**config.mk**
```make
export PLATFORM = sky130hd
export DESIGN_NAME = csr_file_v2
export DESIGN_NICKNAME = d
export VERILOG_FILES = /design/src/rtl/csr_file_v2.sv
export SDC_FILE = /design/constraint.sdc
export NUM_CORES = 1
export LEC_CHECK = 0
export BUFFER_PORTS_ARGS = -buffer_cell sky130_fd_sc_hd__buf_2
export CAP_MARGIN = 10
export CORE_ASPECT_RATIO = 0.75
export CORE_MARGIN = 4
export CORE_UTILIZATION = 62
export DETAILED_ROUTE_END_ITERATION = 8
export GPL_TIMING_DRIVEN = 0
export PLACE_DENSITY = 0.85
export RECOVER_POWER = 100
export SKIP_LAST_GASP = 1
export SLEW_MARGIN = 25
export SYNTH_ARGS = -nofsm -noshare
export SYNTH_HDL_FRONTEND = slang
export SYNTH_SLANG_ARGS = --single-unit
```
**constraint.sdc**
```tcl
create_clock -name clk -period 4.95 [get_ports clk]
set_clock_uncertainty 0.2 [all_clocks]
set_input_delay 0.2475 -clock clk [delete_from_list [all_inputs] [get_ports clk]]
set_output_delay 0.2475 -clock clk [all_outputs]
set_load 0.005 [all_outputs]
```
**src/rtl/csr_file_v2.sv**
```systemverilog
// Machine-mode CSR file with interrupt trap/MRET redirect generation.
// Define CSR_COUNTERS_EN to add the 64-bit mcycle/minstret counters.
module csr_file_v2 #(
    parameter int          NUM_IRQ     = 4,
    parameter logic [31:0] RESET_MTVEC = 32'h0000_0000,
    parameter int          SYNC_STAGES = 2
) (
    input  logic               clk,
    input  logic               rst_n,
    input  logic [11:0]        csr_addr,
    input  logic [1:0]         csr_op,
    input  logic [31:0]        csr_wdata,
    output logic [31:0]        csr_rdata,
    output logic               csr_illegal,
    input  logic               instr_retire,
    input  logic               irq_accept,
    input  logic [31:0]        pc_in,
    input  logic               is_mret,
    input  logic [NUM_IRQ-1:0] irq_i,
    input  logic               timer_irq,
    output logic               redirect_valid,
    output logic [31:0]        redirect_pc
);
    localparam logic [11:0] A_MSTATUS  = 12'h300;
    localparam logic [11:0] A_MIE      = 12'h304;
    localparam logic [11:0] A_MTVEC    = 12'h305;
    localparam logic [11:0] A_MEPC     = 12'h341;
    localparam logic [11:0] A_MCAUSE   = 12'h342;
    localparam logic [11:0] A_MIP      = 12'h344;
`ifdef CSR_COUNTERS_EN
    localparam logic [11:0] A_MCYCLE    = 12'hB00;
    localparam logic [11:0] A_MINSTRET  = 12'hB02;
    localparam logic [11:0] A_MCYCLEH   = 12'hB80;
    localparam logic [11:0] A_MINSTRETH = 12'hB82;
    logic [63:0] r_mcycle;
    logic [63:0] r_minstret;
`endif

    logic               r_mie_bit;
    logic               r_mpie_bit;
    logic [31:0]        r_mie;
    logic [31:0]        r_mtvec;
    logic [31:0]        r_mepc;
    logic [31:0]        r_mcause;
    logic [NUM_IRQ-1:0] r_sync [SYNC_STAGES];

    logic [31:0] w_mstatus;
    logic [31:0] w_mip;
    logic [31:0] w_pend;
    logic [31:0] w_old;
    logic [31:0] w_new;
    logic        w_hit;
    logic        w_we;
    logic        w_trap;
    logic [4:0]  w_code;
    logic [31:0] w_base;
    logic [31:0] w_tvec_pc;

    always_ff @(posedge clk or negedge rst_n) begin
        if (!rst_n) begin
            for (int s = 0; s < SYNC_STAGES; s++) r_sync[s] <= '0;
        end else begin
            r_sync[0] <= irq_i;
            for (int s = 1; s < SYNC_STAGES; s++) r_sync[s] <= r_sync[s-1];
        end
    end

    always_comb begin
        w_mstatus    = '0;
        w_mstatus[3] = r_mie_bit;
        w_mstatus[7] = r_mpie_bit;
        w_mip        = '0;
        w_mip[7]     = timer_irq;
        w_mip[16 +: NUM_IRQ] = r_sync[SYNC_STAGES-1];
    end

    always_comb begin
        w_old = '0;
        w_hit = 1'b1;
        case (csr_addr)
            A_MSTATUS:   w_old = w_mstatus;
            A_MIE:       w_old = r_mie;
            A_MTVEC:     w_old = r_mtvec;
            A_MEPC:      w_old = r_mepc;
            A_MCAUSE:    w_old = r_mcause;
            A_MIP:       w_old = w_mip;
`ifdef CSR_COUNTERS_EN
            A_MCYCLE:    w_old = r_mcycle[31:0];
            A_MCYCLEH:   w_old = r_mcycle[63:32];
            A_MINSTRET:  w_old = r_minstret[31:0];
            A_MINSTRETH: w_old = r_minstret[63:32];
`endif
            default:     w_hit = 1'b0;
        endcase
    end

    always_comb begin
        case (csr_op)
            2'b01:   w_new = csr_wdata;
            2'b10:   w_new = w_old | csr_wdata;
            2'b11:   w_new = w_old & ~csr_wdata;
            default: w_new = w_old;
        endcase
    end

    assign csr_rdata   = (csr_op != 2'b00) ? w_old : '0;
    assign csr_illegal = (csr_op != 2'b00) && (!w_hit || csr_addr == A_MIP);

    assign w_pend = w_mip & r_mie;
    assign w_trap = r_mie_bit && irq_accept && !is_mret && (w_pend != '0);
    assign w_we   = (csr_op != 2'b00) && w_hit && (csr_addr != A_MIP) && !w_trap;

    // Scan high to low so the lowest-numbered pending line wins; timer is the fallback.
    always_comb begin
        w_code = 5'd7;
        for (int i = NUM_IRQ - 1; i >= 0; i--) begin
            if (w_pend[16 + i]) w_code = 5'(16 + i);
        end
    end

    assign w_base    = {r_mtvec[31:2], 2'b00};
    assign w_tvec_pc = (r_mtvec[1:0] == 2'b01) ? w_base + {25'd0, w_code, 2'b00} : w_base;

    always_ff @(posedge clk or negedge rst_n) begin
        if (!rst_n) begin
            r_mie_bit      <= 1'b0;
            r_mpie_bit     <= 1'b0;
            r_mie          <= '0;
            r_mtvec        <= RESET_MTVEC;
            r_mepc         <= '0;
            r_mcause       <= '0;
            redirect_valid <= 1'b0;
            redirect_pc    <= '0;
        end else begin
            redirect_valid <= 1'b0;
            if (w_we) begin
                case (csr_addr)
                    A_MSTATUS: begin
                        r_mie_bit  <= w_new[3];
                        r_mpie_bit <= w_new[7];
                    end
                    A_MIE:    r_mie    <= w_new;
                    A_MTVEC:  r_mtvec  <= w_new;
                    A_MEPC:   r_mepc   <= {w_new[31:2], 2'b00};
                    A_MCAUSE: r_mcause <= w_new;
                    default:  ;
                endcase
            end
            // Event updates come last so MRET overrides a same-cycle mstatus write.
            if (is_mret) begin
                r_mie_bit      <= r_mpie_bit;
                r_mpie_bit     <= 1'b1;
                redirect_valid <= 1'b1;
                redirect_pc    <= r_mepc;
            end else if (w_trap) begin
                r_mepc         <= {pc_in[31:2], 2'b00};
                r_mcause       <= {1'b1, 26'd0, w_code};
                r_mpie_bit     <= r_mie_bit;
                r_mie_bit      <= 1'b0;
                redirect_valid <= 1'b1;
                redirect_pc    <= w_tvec_pc;
            end
        end
    end

`ifdef CSR_COUNTERS_EN
    always_ff @(posedge clk or negedge rst_n) begin
        if (!rst_n) begin
            r_mcycle   <= '0;
            r_minstret <= '0;
        end else begin
            if (w_we && csr_addr == A_MCYCLE)        r_mcycle[31:0]    <= w_new;
            else if (w_we && csr_addr == A_MCYCLEH)  r_mcycle[63:32]   <= w_new;
            else                                     r_mcycle          <= r_mcycle + 64'd1;
            if (w_we && csr_addr == A_MINSTRET)      r_minstret[31:0]  <= w_new;
            else if (w_we && csr_addr == A_MINSTRETH) r_minstret[63:32] <= w_new;
            else if (instr_retire)                   r_minstret        <= r_minstret + 64'd1;
        end
    end
`else
    logic w_unused;
    assign w_unused = instr_retire;
`endif
endmodule

```
* Word-level counts from Yosys, hierarchy flattened
Index checks and enable logic that the tools add are counted.
** Word-level totals
- Register bits :: 171
- Input bits :: 88
- Output and inout bits :: 66
- Word-level logic and storage cells :: 75
** Cells by class
- Add/subtract/negate cells :: 1
- Equality and inequality tests :: 11
- Multiplexer cells :: 29
- Bitwise logic cells :: 4
- Reductions and logical operators :: 20
** Operators by type and width (number)
- 32-bit 2-to-1 mux :: 12
- 32-bit one-hot mux with 6 select lines :: 1
- 32-bit one-hot mux with 3 select lines :: 1
- 12-bit by 10-bit equality test with 1-bit output, second input constant :: 6
- 32-bit by 7-bit adder with 32-bit output :: 1
- 20-bit by 32-bit AND with 32-bit output :: 1
- 32-bit AND :: 1
- 32-bit NOT :: 1
- 32-bit bitwise OR :: 1
- 32-bit nonzero test :: 1
- 5-bit 2-to-1 mux :: 4
- 12-bit by 10-bit inequality test with 1-bit output, second input constant :: 1
- 1-bit 2-to-1 mux :: 11
- 1-bit logical AND :: 7
- 2-bit AND reduction :: 3
- 3-bit nonzero test :: 2
- 6-bit OR reduction :: 1
- 2-bit by 1-bit equality test with 1-bit output, second input constant :: 2
- 2-bit equality test, second input constant :: 2
- 2-bit nonzero test :: 2
- 1-bit logical NOT :: 3
- 1-bit logical OR :: 1

* Logic depth before layout (Yosys ltp)
- Depth after elaboration :: 9
- Depth in mapped cells :: 11
- Gate-level depth less buffers :: 10

* Worst setup path after synthesis
No wires, ideal clock.
- Kind :: register to register
- Start :: register r_mie[17]
- End :: register redirect_pc[23]
- Setup time :: 0.126 ns
- Arrival time :: 2.763 ns
- Data required time :: 4.624 ns
- Path slack :: 1.861 ns
- Stages on the path, launching flop included :: 12
- Buffers on the path :: 1
- Clock period less this slack :: 3.089 ns
- Cell sequence :: dfrtp_1 -> a22oi_1 -> and3_1 -> buf_2 -> inv_1 -> ha_1 -> nand3_1 -> o21ai_0 -> nor3b_2 -> mux2i_1 -> a21oi_1 -> a221o_1
** On the way
- Word-level cells in the longest chain between the ends :: 7
- Elaborated cells between the ends (all ways) :: 10
- Classes of those cells :: add/sub (1); mux (5); bitwise (1); reduce/logical (3)
** RTL lines
- start, declared :: line 41 : logic [31:0] r_mie;
- start signal, assigned :: line 142 : A_MIE: r_mie <= w_new;
- 20-bit by 32-bit AND with 32-bit output * :: line 109 : assign w_pend = w_mip & r_mie;
- 5-bit 2-to-1 mux (2 in a row) :: line 117 : if (w_pend[16 + i]) w_code = 5'(16 + i);
- 32-bit by 7-bit adder with 32-bit output :: line 122 : assign w_tvec_pc = (r_mtvec[1:0] == 2'b01) ? w_base + {25'd0, w_code, 2'b00} : w_base;
- 32-bit 2-to-1 mux :: line 122
- 32-bit 2-to-1 mux :: line 155 : end else if (w_trap) begin
- 32-bit 2-to-1 mux :: line 150 : if (is_mret) begin
- end signal, assigned :: line 154 : redirect_pc <= r_mepc;
- end signal, assigned :: line 161 : redirect_pc <= w_tvec_pc;
- end, declared :: line 22 : output logic [31:0] redirect_pc
Every way passes the cells marked *; elsewhere a longest branch is shown, timed or not. The select of a mux whose other input is x is not followed.
A chain may end at the register's enable or synchronous reset.

* Worst setup path in the final report
- Start :: register r_mie[17]
- End :: register redirect_pc[25]
Same word-level chain as after synthesis.

==> impl_metrics.json <==
{
  "outcome": "finished, violations left",
  "violations": "capacitance limit, slew limit",
  "grt_max_degree": 92,
  "synth_fp_nets": 1195,
  "async_flop_share_pct": 100,
  "syn_inst": 1102,
  "firstDrtPassIters": 6,
  "die_y_um": 117,
  "clock_sinks": 171,
  "cts_tree": "yes",
  "antenna_found_initial": 0,
  "worstPathRequired_ns": 5.08,
  "setup-violations-final": 0,
  "clk_pin_slew_ns": 0.07,
  "reg2reg_depth": 11,
  "yosys-top-cells-area": "dfrtp_1 43%, nand2_1 7.8%, o21ai_0 5.0%",
  "stdcell_count": 1525,
  "min_period_ns": 4.36,
  "synth_common_cells": "204 x nand2_1, 171 x dfrtp_1, 98 x o21ai_0, 61 x nor2_1, 52 x clkbuf_1",
  "drt-initial-drc-count": 1553,
  "nets": 1400,
  "final_cell_area_um2": 11800,
  "path_max_fanout": 7,
  "grt-ovfl-total": 0,
  "clock_path_buffers": 2,
  "synthDistinctLibCells": 78,
  "cellPowerDensity_nw_per_um2": 278,
  "rrSetupSlack_ns": 0.59,
  "vias_per_cell": 6.85,
  "synth_edf_count": 0,
  "vias": 10500,
  "fp.dieArea_um2": 18000,
  "dp_hpwl_mm": 26.4,
  "yosys_warnings": 0,
  "pre_cts_ws_ns": 0.778,
  "synth_top_area_share_pct": 43.5,
  "irDropWorstVdd_mv": 0.245,
  "ys.flop_type": "dfrtp_1",
  "fin_total_pwr_mw": 3.26,
  "core-area_um2": 15400,
  "cp-end-kind": "register",
  "slew_violations": 81,
  "start_util_pct": 63.8,
  "post_cts.repair.setup_buffers": 0,
  "synth.most_common_cell": "nand2_1",
  "syn_area_um2": 9840,
  "syn_to_final_growth_pct": 19.4,
  "grt_pass1_wl_mm": 58.0,
  "reg2reg_to": "redirect_pc[25]$_DFFE_PN0P_",
  "yosysSeqAreaShare_pct": 43.5,
  "cp.arrival_ns": 4.49,
  "cts-root-buf": "clkbuf_16",
  "ios": 154,
  "max-slew-margin-rel_pct": -43.0,
  "gp_congestion": 1.05,
  "std_cell_rows": 39,
  "grt_pass1_vias": 10200,
  "setup_slack_ns": 0.592,
  "cts_buffers": 17,
  "grt_usage_pct": 42.7,
  "min_path_type": "input pin to register",
  "final_antenna_net_count": 0,
  "rsz0062_at_grt": "false",
  "finalCritPeriodShare_pct": 88.0,
  "hold_slack_ns": 0.0353,
  "fin_setup_tns_ns": 0,
  "portBuffers": 147,
  "route.detailed.drc": 0,
  "cap_violations": 1,
  "h-tree-depth": 4,
  "r2r-start": "r_mie[17]$_DFFE_PN0P_",
  "hold_viol": 0,
  "cp-start-kind": "register",
  "synth_largest_area_cell": "dfrtp_1",
  "die_x_um": 154,
  "dpl_cell_area_um2": 10900,
  "tightest_slew_ns": 2.15,
  "drive_above_1_share_pct": 13.4,
  "clk-insertion-delay-late_ns": 0.44,
  "worstHoldStart": "csr_wdata[27]",
  "worstSetupPathType": "register to register",
  "detail_route.wirelength_mm": 38.2,
  "holdPathStages": 3,
  "utilization_pct": 76.2,
  "syn_avg_cell_area_um2": 8.93,
  "synth_seq_cells": 171,
  "wl_per_cell_um": 25.1,
  "dp.cells": 1455,
  "max_freq_ghz": 0.229,
  "p_leak_nw": 5.04,
  "num_antenna_cells": 0,
  "whs_endpoint": "r_mepc[27]$_DFF_PN0_"
}
## area by class of cell
type                       instances  area [um2]
buffer                            82         363
clock buffer                      19         443
clock inverter                    13         181
fill                            1143        3670
inverter                          13        48.8
multi-input combinational        836        5090
sequential                       171        4280
tap                              205         256
timing repair buffer             186        1100
## worst max-delay path by stage
stage,startpoint,endpoint,slack (ns),cells past startpoint
6_report,r_mie[17]$_DFFE_PN0P_,redirect_pc[25]$_DFFE_PN0P_,0.59,11
5_1_grt,r_mie[17]$_DFFE_PN0P_,redirect_pc[25]$_DFFE_PN0P_,0.36,11
4_1_cts,r_mie[17]$_DFFE_PN0P_,redirect_pc[25]$_DFFE_PN0P_,0.74,11
3_5_place_dp,r_mie[17]$_DFFE_PN0P_,redirect_pc[25]$_DFFE_PN0P_,0.78,11
3_3_place_gp,rst_n,r_mepc[14]$_DFF_PN0_,0.78,1
2_1_floorplan,r_mie[17]$_DFFE_PN0P_,redirect_pc[23]$_DFFE_PN0P_,1.86,11
## logic make-up after synthesis
logic type	after synthesis	share of synthesized area, %
flip-flops	171	43.5
adder cells (fa/ha/maj)	5	0.712
XOR/XNOR	55	4.89
buffers and inverters	95	4.31
AND/OR/NAND/NOR	391	19.1
AO/OA/AOI/OAI	338	22.6
multiplexers	47	4.96
## report_power, final
group | switching (mW) | internal (mW) | leakage [nW]
combinational | 0.208 | 0.131 | 2.42
clock | 0.628 | 0.823 | 0.296
sequential | 0.0372 | 1.44 | 2.32
total | 0.874 | 2.39 | 5.04
## timing repair
| action | CTS | global route |
|---|---|---|
| gates resized for setup | 0 | 0 |
| hold endpoints to repair | 117 | 0 |
| hold buffers | 38 | 0 |
## layer usage
| metal | part of all wire [%] | wire length, um | GRT usage, % |
|---|---|---|---|
| met5 | 0 | 0 | 0 |
| met4 | 4.7 | 1810 | 19.8 |
| met2 | 41 | 15700 | 61.0 |
| met1 | 37 | 14300 | 57.8 |
| met3 | 17 | 6360 | 16.7 |
## state kept, by name, indices dropped and copies added (netlist names)
signal          flops
r_mepc             32
redirect_pc        32
r_mie_bit           1
r_mpie_bit          1
r_mcause           32
r_mie              32
r_sync              8
redirect_valid      1
r_mtvec            32
## cell usage in the layout (no fill, tap or decap), types with 36 or more instances in the layout
cell / netlist / routed
a21oi_1: 39 / 39
a22oi_1: 32 / 36
buf_2: 15 / 110
clkbuf_1: 52 / 103
dfrtp_1: 171 / 171
dlygate4sd3_1: 0 / 38
nand2_1: 204 / 205
nor2_1: 61 / 61
o21ai_0: 98 / 145
xnor2_1: 37 / 37
## worst max-delay path, stage by stage, from the launching register on
cell and delay (ns):
dfrtp_1 0.41, a22oi_1 0.58, and3_1 0.25, buf_2 0.23
inv_1 0.08, ha_1 0.35, nand3_1 0.09, o21ai_0 0.70
nor3b_2 0.66, mux2i_1 0.25, a21oi_1 0.14, a221o_1 0.31
Power figures use the tool's default switching activity.
